--- config.mk ---
export PLATFORM = sky130hd
export DESIGN_NAME = intpol2_d4_out_buffer
export DESIGN_NICKNAME = d
export VERILOG_FILES = /design/src/rtl/intpol2_d4_out_buffer.sv
export SDC_FILE = /design/constraint.sdc
export NUM_CORES = 1
export LEC_CHECK = 0
export ABC_CLOCK_PERIOD_IN_PS = 6900
export CAP_MARGIN = 20
export CORE_AREA = 2 2 199 201
export DETAILED_ROUTE_END_ITERATION = 8
export DIE_AREA = 0 0 201 203
export PLACE_DENSITY = 0.76
export SYNTH_ARGS = -nofsm -noshare
export SYNTH_HDL_FRONTEND = slang
export SYNTH_SLANG_ARGS = --single-unit
--- constraint.sdc ---
create_clock -name clk -period 6.9 [get_ports clk]
set_input_delay 1.38 -clock clk [delete_from_list [all_inputs] [get_ports clk]]
set_output_delay 1.38 -clock clk [all_outputs]
set_load 0.01 [all_outputs]
--- src/rtl/intpol2_d4_out_buffer.sv ---
// rtl/intpol2_d4_out_buffer.sv - FWFT I/Q pair buffer with almost-full back-pressure and frame-last marking
module intpol2_d4_out_buffer #(
  parameter int DATAPATH_WIDTH  = 12,
  parameter int FIFO_ADDR_WIDTH = 4,
  parameter int AFULL_MARGIN    = 4,
  parameter int LEN_WIDTH       = 32
) (
  input  logic                          clk,
  input  logic                          rst,
  input  logic                          clear,
  input  logic                          wr_en,
  input  logic [DATAPATH_WIDTH-1:0]     I_in,
  input  logic [DATAPATH_WIDTH-1:0]     Q_in,
  input  logic [LEN_WIDTH-1:0]          frame_len,
  output logic                          Afull_o,
  output logic                          full_o,
  output logic                          empty_o,
  output logic [FIFO_ADDR_WIDTH:0]      level_o,
  output logic                          overflow_o,
  output logic                          m_valid,
  input  logic                          m_ready,
  output logic [2*DATAPATH_WIDTH-1:0]   m_data,
  output logic                          m_last
);

  localparam int DEPTH = 2 ** FIFO_ADDR_WIDTH;
  localparam int LW    = FIFO_ADDR_WIDTH + 1;
  localparam int DW    = 2 * DATAPATH_WIDTH;

  logic [DW-1:0]              mem_q [DEPTH];
  logic [FIFO_ADDR_WIDTH-1:0] wr_ptr_q, wr_ptr_d;
  logic [FIFO_ADDR_WIDTH-1:0] rd_ptr_q, rd_ptr_d;
  logic [LW-1:0]              level_q, level_d;
  logic                       overflow_q, overflow_d;
  logic [LEN_WIDTH-1:0]       cnt_q, cnt_d;
  logic [LEN_WIDTH-1:0]       len_q, len_d;
  logic [LEN_WIDTH-1:0]       eff_len;
  logic                       flush;
  logic                       push;
  logic                       pop;

  assign flush = rst || clear;

  assign level_o    = level_q;
  assign empty_o    = (level_q == '0);
  assign full_o     = (level_q == LW'(DEPTH));
  assign Afull_o    = (level_q >= LW'(DEPTH - AFULL_MARGIN));
  assign overflow_o = overflow_q;

  assign m_valid = !empty_o;
  assign m_data  = m_valid ? mem_q[rd_ptr_q] : '0;

  // The length register is transparent to frame_len while the counter sits at
  // frame start, so a one-beat frame can flag last on its first beat.
  assign eff_len = (cnt_q == '0) ? frame_len : len_q;
  assign m_last  = m_valid && (eff_len != '0) && (cnt_q == eff_len - LEN_WIDTH'(1));

  // A pop in the same cycle does not make room for a write while full.
  assign push = wr_en && !full_o;
  assign pop  = m_valid && m_ready;

  always_comb begin
    wr_ptr_d   = wr_ptr_q;
    rd_ptr_d   = rd_ptr_q;
    level_d    = level_q;
    overflow_d = overflow_q;
    cnt_d      = cnt_q;
    len_d      = eff_len;
    if (push) begin
      wr_ptr_d = wr_ptr_q + FIFO_ADDR_WIDTH'(1);
    end
    if (wr_en && full_o) begin
      overflow_d = 1'b1;
    end
    if (pop) begin
      rd_ptr_d = rd_ptr_q + FIFO_ADDR_WIDTH'(1);
      cnt_d    = m_last ? '0 : cnt_q + LEN_WIDTH'(1);
    end
    if (push && !pop) begin
      level_d = level_q + LW'(1);
    end else if (pop && !push) begin
      level_d = level_q - LW'(1);
    end
  end

  always_ff @(posedge clk) begin
    if (flush) begin
      wr_ptr_q   <= '0;
      rd_ptr_q   <= '0;
      level_q    <= '0;
      overflow_q <= 1'b0;
      cnt_q      <= '0;
      len_q      <= '0;
    end else begin
      wr_ptr_q   <= wr_ptr_d;
      rd_ptr_q   <= rd_ptr_d;
      level_q    <= level_d;
      overflow_q <= overflow_d;
      cnt_q      <= cnt_d;
      len_q      <= len_d;
    end
  end

  always_ff @(posedge clk) begin
    if (push && !flush) begin
      mem_q[wr_ptr_q] <= {Q_in, I_in};
    end
  end

endmodule

## Yosys cells after proc, flatten, opt, wreduce, memory -nomap -nowiden

Memories as Yosys holds them, arrays and structs flattened. A register that Yosys moved wholly into a read port is not among the register bits.
Cells that the tools add are included.

- Output and inout port bits: 35
- Bits in writable memories: 384
- Bits in registers: 78
- Memories: 1

Memories:

| name | depth | width | read ports | clocked after Yosys merged registers in | wr ports | RTL line | source |
|---|---|---|---|---|---|---|---|
| mem_q | 16 | 24 | 1 | 1 | 1 | 30 | `logic [DW-1:0] mem_q [DEPTH];` |

- Reductions and logical operators: 18
- Add/sub/neg operators: 6
- Order comparisons: 1
- Multiplexer cells: 9
- Equality and inequality tests: 2

Operators by type and width:

| cell | number |
|---|---|
| $mux 32 | 2 |
| $add 32x1->32 const B | 1 |
| $eq 32x32->1 | 1 |
| $logic_not 32->1 | 1 |
| $reduce_bool 32->1 | 1 |
| $sub 32x1->32 const B | 1 |
| $mux 24 | 1 |
| $mux 5 | 2 |
| $add 4x1->4 const B | 2 |
| $logic_and 1x1->1 | 8 |
| $mux 4 | 2 |
| $add 5x1->5 const B | 1 |
| $eq 5x5->1 const B | 1 |
| $ge 5x4->1 const B | 1 |
| $logic_not 1->1 | 5 |
| $logic_not 5->1 | 1 |
| $sub 5x1->5 const B | 1 |
| $mux 1 | 2 |
| $reduce_bool 2->1 | 1 |
| $logic_or 1x1->1 | 1 |

## Longest topological paths before layout

Gate-level depths: netlist (run 1).

- Depth after elaboration: 7
- Depth in mapped cells: 23
- Depth with buffers taken out: 16

## Least setup slack after synthesis (run 1)

No wires, ideal clock.

- Path type: register to output
- Start point: reg cnt_q[0]
- End point: out m_last
- Buffers on the path: 7
- Stages on the path, launching flop included: 23
- Data required time: 5.520 ns
- Slack: 0.142 ns
- Arrival time: 5.378 ns
- Cell sequence: dfxtp_1 inv_1 ha_1 nor4b_1 nand4_1 buf_2 nor2_1 buf_4 buf_4 buf_2 buf_4 mux2i_1 ha_1 or3b_2 or4_1 buf_2 a211oi_1 a21oi_1 xnor2_1 nand4_1 or4_1 nor4_4 buf_6

- Cells in the longest elaborated chain, start to end: 5
- Elaborated cells between the ends (all ways): 7
- Classes of those cells: add/sub (1); eq/ne (1); mux (1); reduce/logical (4)

RTL lines:

| element | RTL line | source |
|---|---|---|
| start: declaration | 35 | `logic [LEN_WIDTH-1:0] cnt_q, cnt_d;` |
| start signal: assignment | 99 | `cnt_q <= cnt_d;` |
| $logic_not 32->1 | 55 | `assign eff_len = (cnt_q == '0) ? frame_len : len_q;` |
| $mux 32 | 55 |  |
| $sub 32x1->32 / $reduce_bool 32->1 (equally long branches) | 56 | `assign m_last = m_valid && (eff_len != '0) && (cnt_q == eff_len - LEN_WIDTH'(1));` |
| $eq 32x32->1 / $logic_and 1x1->1 (equally long branches) | 56 |  |
| $logic_and 1x1->1 (*) | 56 |  |
| end: declaration | 23 | `output logic m_last` |

Every way passes the cells marked *; elsewhere a longest branch is shown, timed or not.

## Worst setup path after layout (run 1)

Ends and elaborated chain as after synthesis.

==> results of run 1 <==
[final cells by class]
| type | count | area share, % |
|---|---|---|
| Tap cell | 518 | 2.66 |
| Clock buffer | 53 | 4.84 |
| Sequential cell | 466 | 54.1 |
| Antenna cell | 2 | 0.0206 |
| Timing Repair Buffer | 154 | 5.87 |
| Inverter | 23 | 0.355 |
| Multi-Input combinational cell | 804 | 31.0 |
| Clock inverter | 26 | 1.13 |
[per-stage QoR]
stage          utilization, %  power (mW)  cells  cell area (µm²)  hold WS, ns
2_1_floorplan               -        3.74   1383            21000        0.445
6_report                 63.3        6.59   2046            24300        0.468
5_1_grt                  63.3        6.79   2044            24300        0.503
4_1_cts                  63.1        6.61   2039            24300        0.474
3_3_place_gp             59.2        4.16   1956            22800        0.448
3_5_place_dp             59.2        4.17   1956            22800        0.460
[flip-flops by register name, indices dropped and copies added (netlist names), named ones only]
name,count
cnt_q,32
len_q,32
level_o,5
mem_q,384
overflow_o,1
rd_ptr_q,4
wr_ptr_q,4
[Yosys cell counts, drive strengths merged (6+ instances only)]
library cell	instances
a211oi	33
a21oi	36
and2	31
and3	6
and4	6
buf	27
clkbuf	63
dfxtp	82
edfxtp	384
ha	13
inv	23
mux2i	14
mux4	121
nand2	86
nand2b	9
nand3	21
nand4	28
nor2	85
nor3	34
nor4	24
o211ai	7
o21ai	25
o311ai	7
or3	19
or4	26
xnor2	57
xor2	33
[worst min-delay path by stage]
stage / cells past startpoint / to / from / slack (ns)
finish: 2 / overflow_o / overflow_o / 0.47
global route: 2 / overflow_o / overflow_o / 0.50
global placement: 2 / overflow_o / overflow_o / 0.45
CTS: 2 / overflow_o / overflow_o / 0.47
floorplan: 2 / len_q[18] / len_q[18] / 0.44
detailed placement: 2 / overflow_o / overflow_o / 0.46
[power by group through the flow]
| stage | Clock, mW | Combinational (mW) | Sequential (mW) |
|---|---|---|---|
| floorplan | 0 | 0.592 | 3.15 |
| global placement | 0 | 0.985 | 3.18 |
| detailed placement | 0 | 0.995 | 3.18 |
| CTS | 2.49 | 1.01 | 3.12 |
| global route | 2.58 | 1.09 | 3.12 |
| finish | 2.45 | 1.02 | 3.12 |
[metal layers]
| layer | wire [µm] | part of all wire, % | vias up |
|---|---|---|---|
| met4 | 1440 | 2.7 | 2 |
| met3 | 4370 | 8.1 | 107 |
| met1 | 21400 | 40 | 6555 |
| li1 | - | - | 5668 |
| met5 | 7 | 0.013 | - |
| met2 | 26900 | 50 | 580 |
[critical path: cells and delay by family (launching register included)]
family          cells  cell delay, ns
mux                 1            0.25
xor+xnor            1            0.09
flops               1            0.35
compound gates      2            0.46
simple gates        7            2.55
fa+ha+maj           2            0.38
buf+inv             3            0.63
[cells by family (layout without fill, tap and decap cells)]
kind of cell    Yosys count  count (layout)
buf+inv                 113             256
flops                   466             466
compound gates          160             160
mux                     136             136
simple gates            401             401
other cells               0               2
fa+ha+maj                14              14
xor+xnor                 93              93
[timing repair]
item                       CTS  global route
setup endpoints to repair    1             1
cloned                       0             0
pin swaps                    3             4
setup buffers                4             3
resized for setup            4             5
==> out/qor.csv, run 1 <==
metric,value,unit
r2r-end,cnt_q[0],
r2r_slack,1.57,ns
hp-class,flop to flop,
cp_slowest_cell,or4_4,
syn_nets,1458,
place.port_buffers,95,
dr.first_iter.drc_count,1283,
max_cap_viol_count,0,
core_area,38500,µm²
path_cells,inv_1 -> ha_1 -> nor4b_4 -> nand4_1 -> nor2_4 -> mux2i_2 -> ha_1 -> or3b_2 -> or4_1 -> buf_4 -> o41a_1 -> o22ai_2 -> xnor2_1 -> or4_4 -> nor4_4 -> dlygate4sd2_1,
yosysTopAreaCell,edfxtp_1,
busiest_layer,met2,
io_pins,96,
synth_compound_area_share,6.06,%
hold_buffers,0,
relSlewSlack,23.7,%
numClockSinks,466,
cp-startpoint,cnt_q[0],
wl,54.2,mm
p_int,4.92,mW
dieArea,40800,µm²
rsz0062_at_grt,false,
nets,1570,
slowest_delay,0.56,ns
fillCellCount,2721,
tritoncts,yes,
final.setup.worst_slack,0.201,ns
first_global_vias,13000,
required,5.52,ns
worstRegToRegCells,18,
path_class,flop to output pin,
final_common_cell,edfxtp_1,
dr.pass1.iters,6,
seq_power_share,47.3,%
die_height,203,µm
clock_latency,0.59,ns
cts_root_buffer,clkbuf_16,
power_leakage,7.68,nW
ir_worst_vdd,0.000282,V
crit_path_max_fanout,6,
synthAdderAreaFrac,0.869,%
synth-seq-area-share,62.7,%
postRouteAntennaNets,0,
synth_xor_xnor_area_share,4.08,%
start_kind,flop,
clock.fmax,149,MHz
grt_use_total,26.9,%
wl_per_cell,26.5,µm
overflow,0,
vias_per_cell,6.31,
gp_congestion,0.929,
status,finished clean,
vias,12900,
p_per_area,271,nW/µm²
synth_top_family_by_area,multiplexers,
p_comb_share,15.5,%
start_util,54.6,%
cts_max_path_buffers,3,
fin_setup_tns,0,ns
rows,72,
synth_enable_flop_cells,384,
route.detailed.drc,0,
regArea,13200,µm²
drive_gt1_share,21.2,%
grt_start_max_net_pins,78,
final_cell_mix,"edfxtp_1, mux4_2, clkdlybuf4s50_1",
final.min_clock_period,6.70,ns
pre_cts_slack,0.0406,ns
grt_use_met2,44.1,%
clkSlewWorstSetupHoldPaths,0.06,ns
worst_pin_slew,1.14,ns
reg2reg_from,cnt_q[0],
critPathArrivalTime,5.32,ns
synth_mux_area_share,13.7,%
synth-seq-cells,466,
synth_area_leaders,"edfxtp_1, mux4_2, dfxtp_1, xnor2_1, a211oi_2",
switchingPower,1.67,mW
synthFlopType,edfxtp_1,
fin_skew,0.0228,ns
yosys.area_share.simple,10.4,%
die_w,201,µm
syn_avg_cell_area,15.2,µm²
area_growth,15.8,%
syn_inst,1383,
grt_pass1_wl,81.3,mm
critical_path.endpoint,m_last,
grt_use_met1,36.5,%
yosysTopAreaCellShare,54.9,%
netlist_area,21000,µm²
finalHoldViolations,0,
dpl.hpwl,31.6,mm
swShare,25.4,%
cts_buffers,46,
period_share,97.1,%
globalRouteMet3Util,5.59,%
critPathCaptureType,output pin,
setup_viol,0,
antenna_found_initial,3,
multiInputGateArea,7550,µm²
htreeDepth,2,
power.clock.fraction,37.2,%
crit_top_cell,ha_1,
yosysWarnings,0,
synth-async-reset-ratio,0,%
synth.distinct_cells,78,
slew_violations,0,
Power figures use the tool's default switching activity.
==> inputs of run 2 (changes only) <==
Settings changed: CORE_AREA 2 2 199 201 to 2 2 233 235, DIE_AREA 0 0 201 203 to 0 0 235 237, PLACE_DENSITY 0.76 to default.
==> out/qor.csv, run 2 (synthesis gave the netlist of run 1 again) <==
metric,value,unit
final_cell_area,24900,µm²
setup_viol,0,
start_kind,flop,
start_util,39.5,%
critPathCaptureType,output pin,
required,5.52,ns
vias_per_cell,5.70,
fin_skew,0.0372,ns
drive_gt1_share,21.5,%
grt_pass1_wl,82.1,mm
area_growth,18.3,%
dr.pass1.iters,5,
numClockSinks,466,
final.setup.worst_slack,0.294,ns
vias,12800,
whs_path_depth,2,
wl,54.1,mm
final_common_cell,edfxtp_1,
die_w,235,µm
hp-class,flop to flop,
dieArea,55700,µm²
postRouteAntennaNets,0,
r2r_slack,1.52,ns
place_area,23100,µm²
fin_setup_tns,0,ns
path_class,flop to output pin,
pre_cts_slack,0.0246,ns
period_share,95.7,%
final_cell_mix,"edfxtp_1, mux4_2, clkdlybuf4s50_1",
tritoncts,yes,
max_cap_viol_count,0,
overflow,0,
io_pins,96,
p_total,6.75,mW
diodes,0,
relSlewSlack,26.8,%
clkSlewWorstSetupHoldPaths,0.06,ns
clock_latency,0.62,ns
dpl.hpwl,32.4,mm
grt_use_total,19.5,%
worstRegToRegCells,16,
reg_top3,"mem_q: 384 flops, cnt_q: 32 flops, len_q: 32 flops",
grt_start_max_net_pins,57,
status,finished clean,
htreeDepth,2,
cts_root_buffer,clkbuf_16,
p_per_area,272,nW/µm²
first_global_vias,13100,
cts_max_path_buffers,3,
largest_register,mem_q,
antenna_found_initial,2,
final.min_clock_period,6.61,ns
slew_violations,0,
largest_register_ffs,384,
core_area,53300,µm²
worst_pin_slew,1.10,ns
finalHoldViolations,0,
critPathArrivalTime,5.23,ns
power_leakage,7.81,nW
rsz0062_at_grt,false,
cts_buffers,51,
die_height,237,µm
crit_path_max_fanout,6,
hold_buffers,0,
rows,85,
clock.fmax,151,MHz
route.detailed.drc,0,
place.port_buffers,95,
gp_congestion,0.938,
dr.first_iter.drc_count,1184,
ir_worst_vdd,0.000201,V
nets,1581,
wl_per_cell,24.2,µm
[run 2: cell types whose count changed in the layout (fill, tap and decap cells not counted), sizes merged, moves of 2 or more]
cell / previous run / this run
clkbuf: 53 / 72
bufinv: 4 / 2
buf: 59 / 65
diode: 2 / 0
clkinvlp: 2 / 0
[run 2: what timing repair did]
item | 4_1_cts | 5_1_grt
pin swaps | 2 | 1
buffers inserted | 2 | 0
resized for setup | 1 | 5
endpoints found under the setup margin | 1 | 1
endpoints found under the hold margin | 0 | 0
[run 2: routing by layer]
layer / share of wire [%] / vias up / GRT usage, %
li1: - / 5711 / -
met1: 42 / 6555 / 25.4
met2: 49 / 403 / 33.1
met3: 5.6 / 97 / 3.44
met4: 2.7 / 4 / 6.35
met5: 0.048 / - / 0
[run 2: where the power goes]
part           internal, mW  switching [mW]  leakage [nW]
sequential             3.07          0.0501          4.12
combinational         0.459           0.546          2.90
clock                  1.49            1.13         0.784
total                  5.02            1.73          7.81
[run 2: through the flow]
stage | instances | hold WS (ns) | util, %
6_report | 2240 | 0.478 | 46.7
5_1_grt | 2240 | 0.505 | 46.7
4_1_cts | 2233 | 0.479 | 46.4
3_5_place_dp | 2140 | 0.463 | 43.3
3_3_place_gp | 2137 | 0.453 | 43.2
2_1_floorplan | 1383 | 0.445 | -
[run 2: final timing paths]
check	from	endpoint
worst max-delay path	cnt_q[13]	m_last
worst min-delay path	overflow_o	overflow_o
worst max register to register	cnt_q[13]	cnt_q[1]
worst min register to register	overflow_o	overflow_o
[run 2: cell type report]
cell class	instances	area (µm²)
Timing Repair Buffer	160	1580
Clock buffer	71	1390
Multi-Input combinational cell	804	7530
Tap cell	696	871
Fill cell	4622	28400
Clock inverter	20	229
Sequential cell	466	13200
Inverter	23	86.3
[run 2: critical path, cell delays in order, from the launching register on]
cell	delay [ns]
dfxtp_1	0.37
nor4_1	0.51
nand4_1	0.15
buf_4	0.19
o21ai_0	0.21
and2_1	0.19
ha_1	0.17
or3b_2	0.50
or4_1	0.55
buf_4	0.19
o41a_1	0.32
o22ai_2	0.14
xnor2_1	0.09
or4_4	0.55
nor4_4	0.31
clkbuf_2	0.19
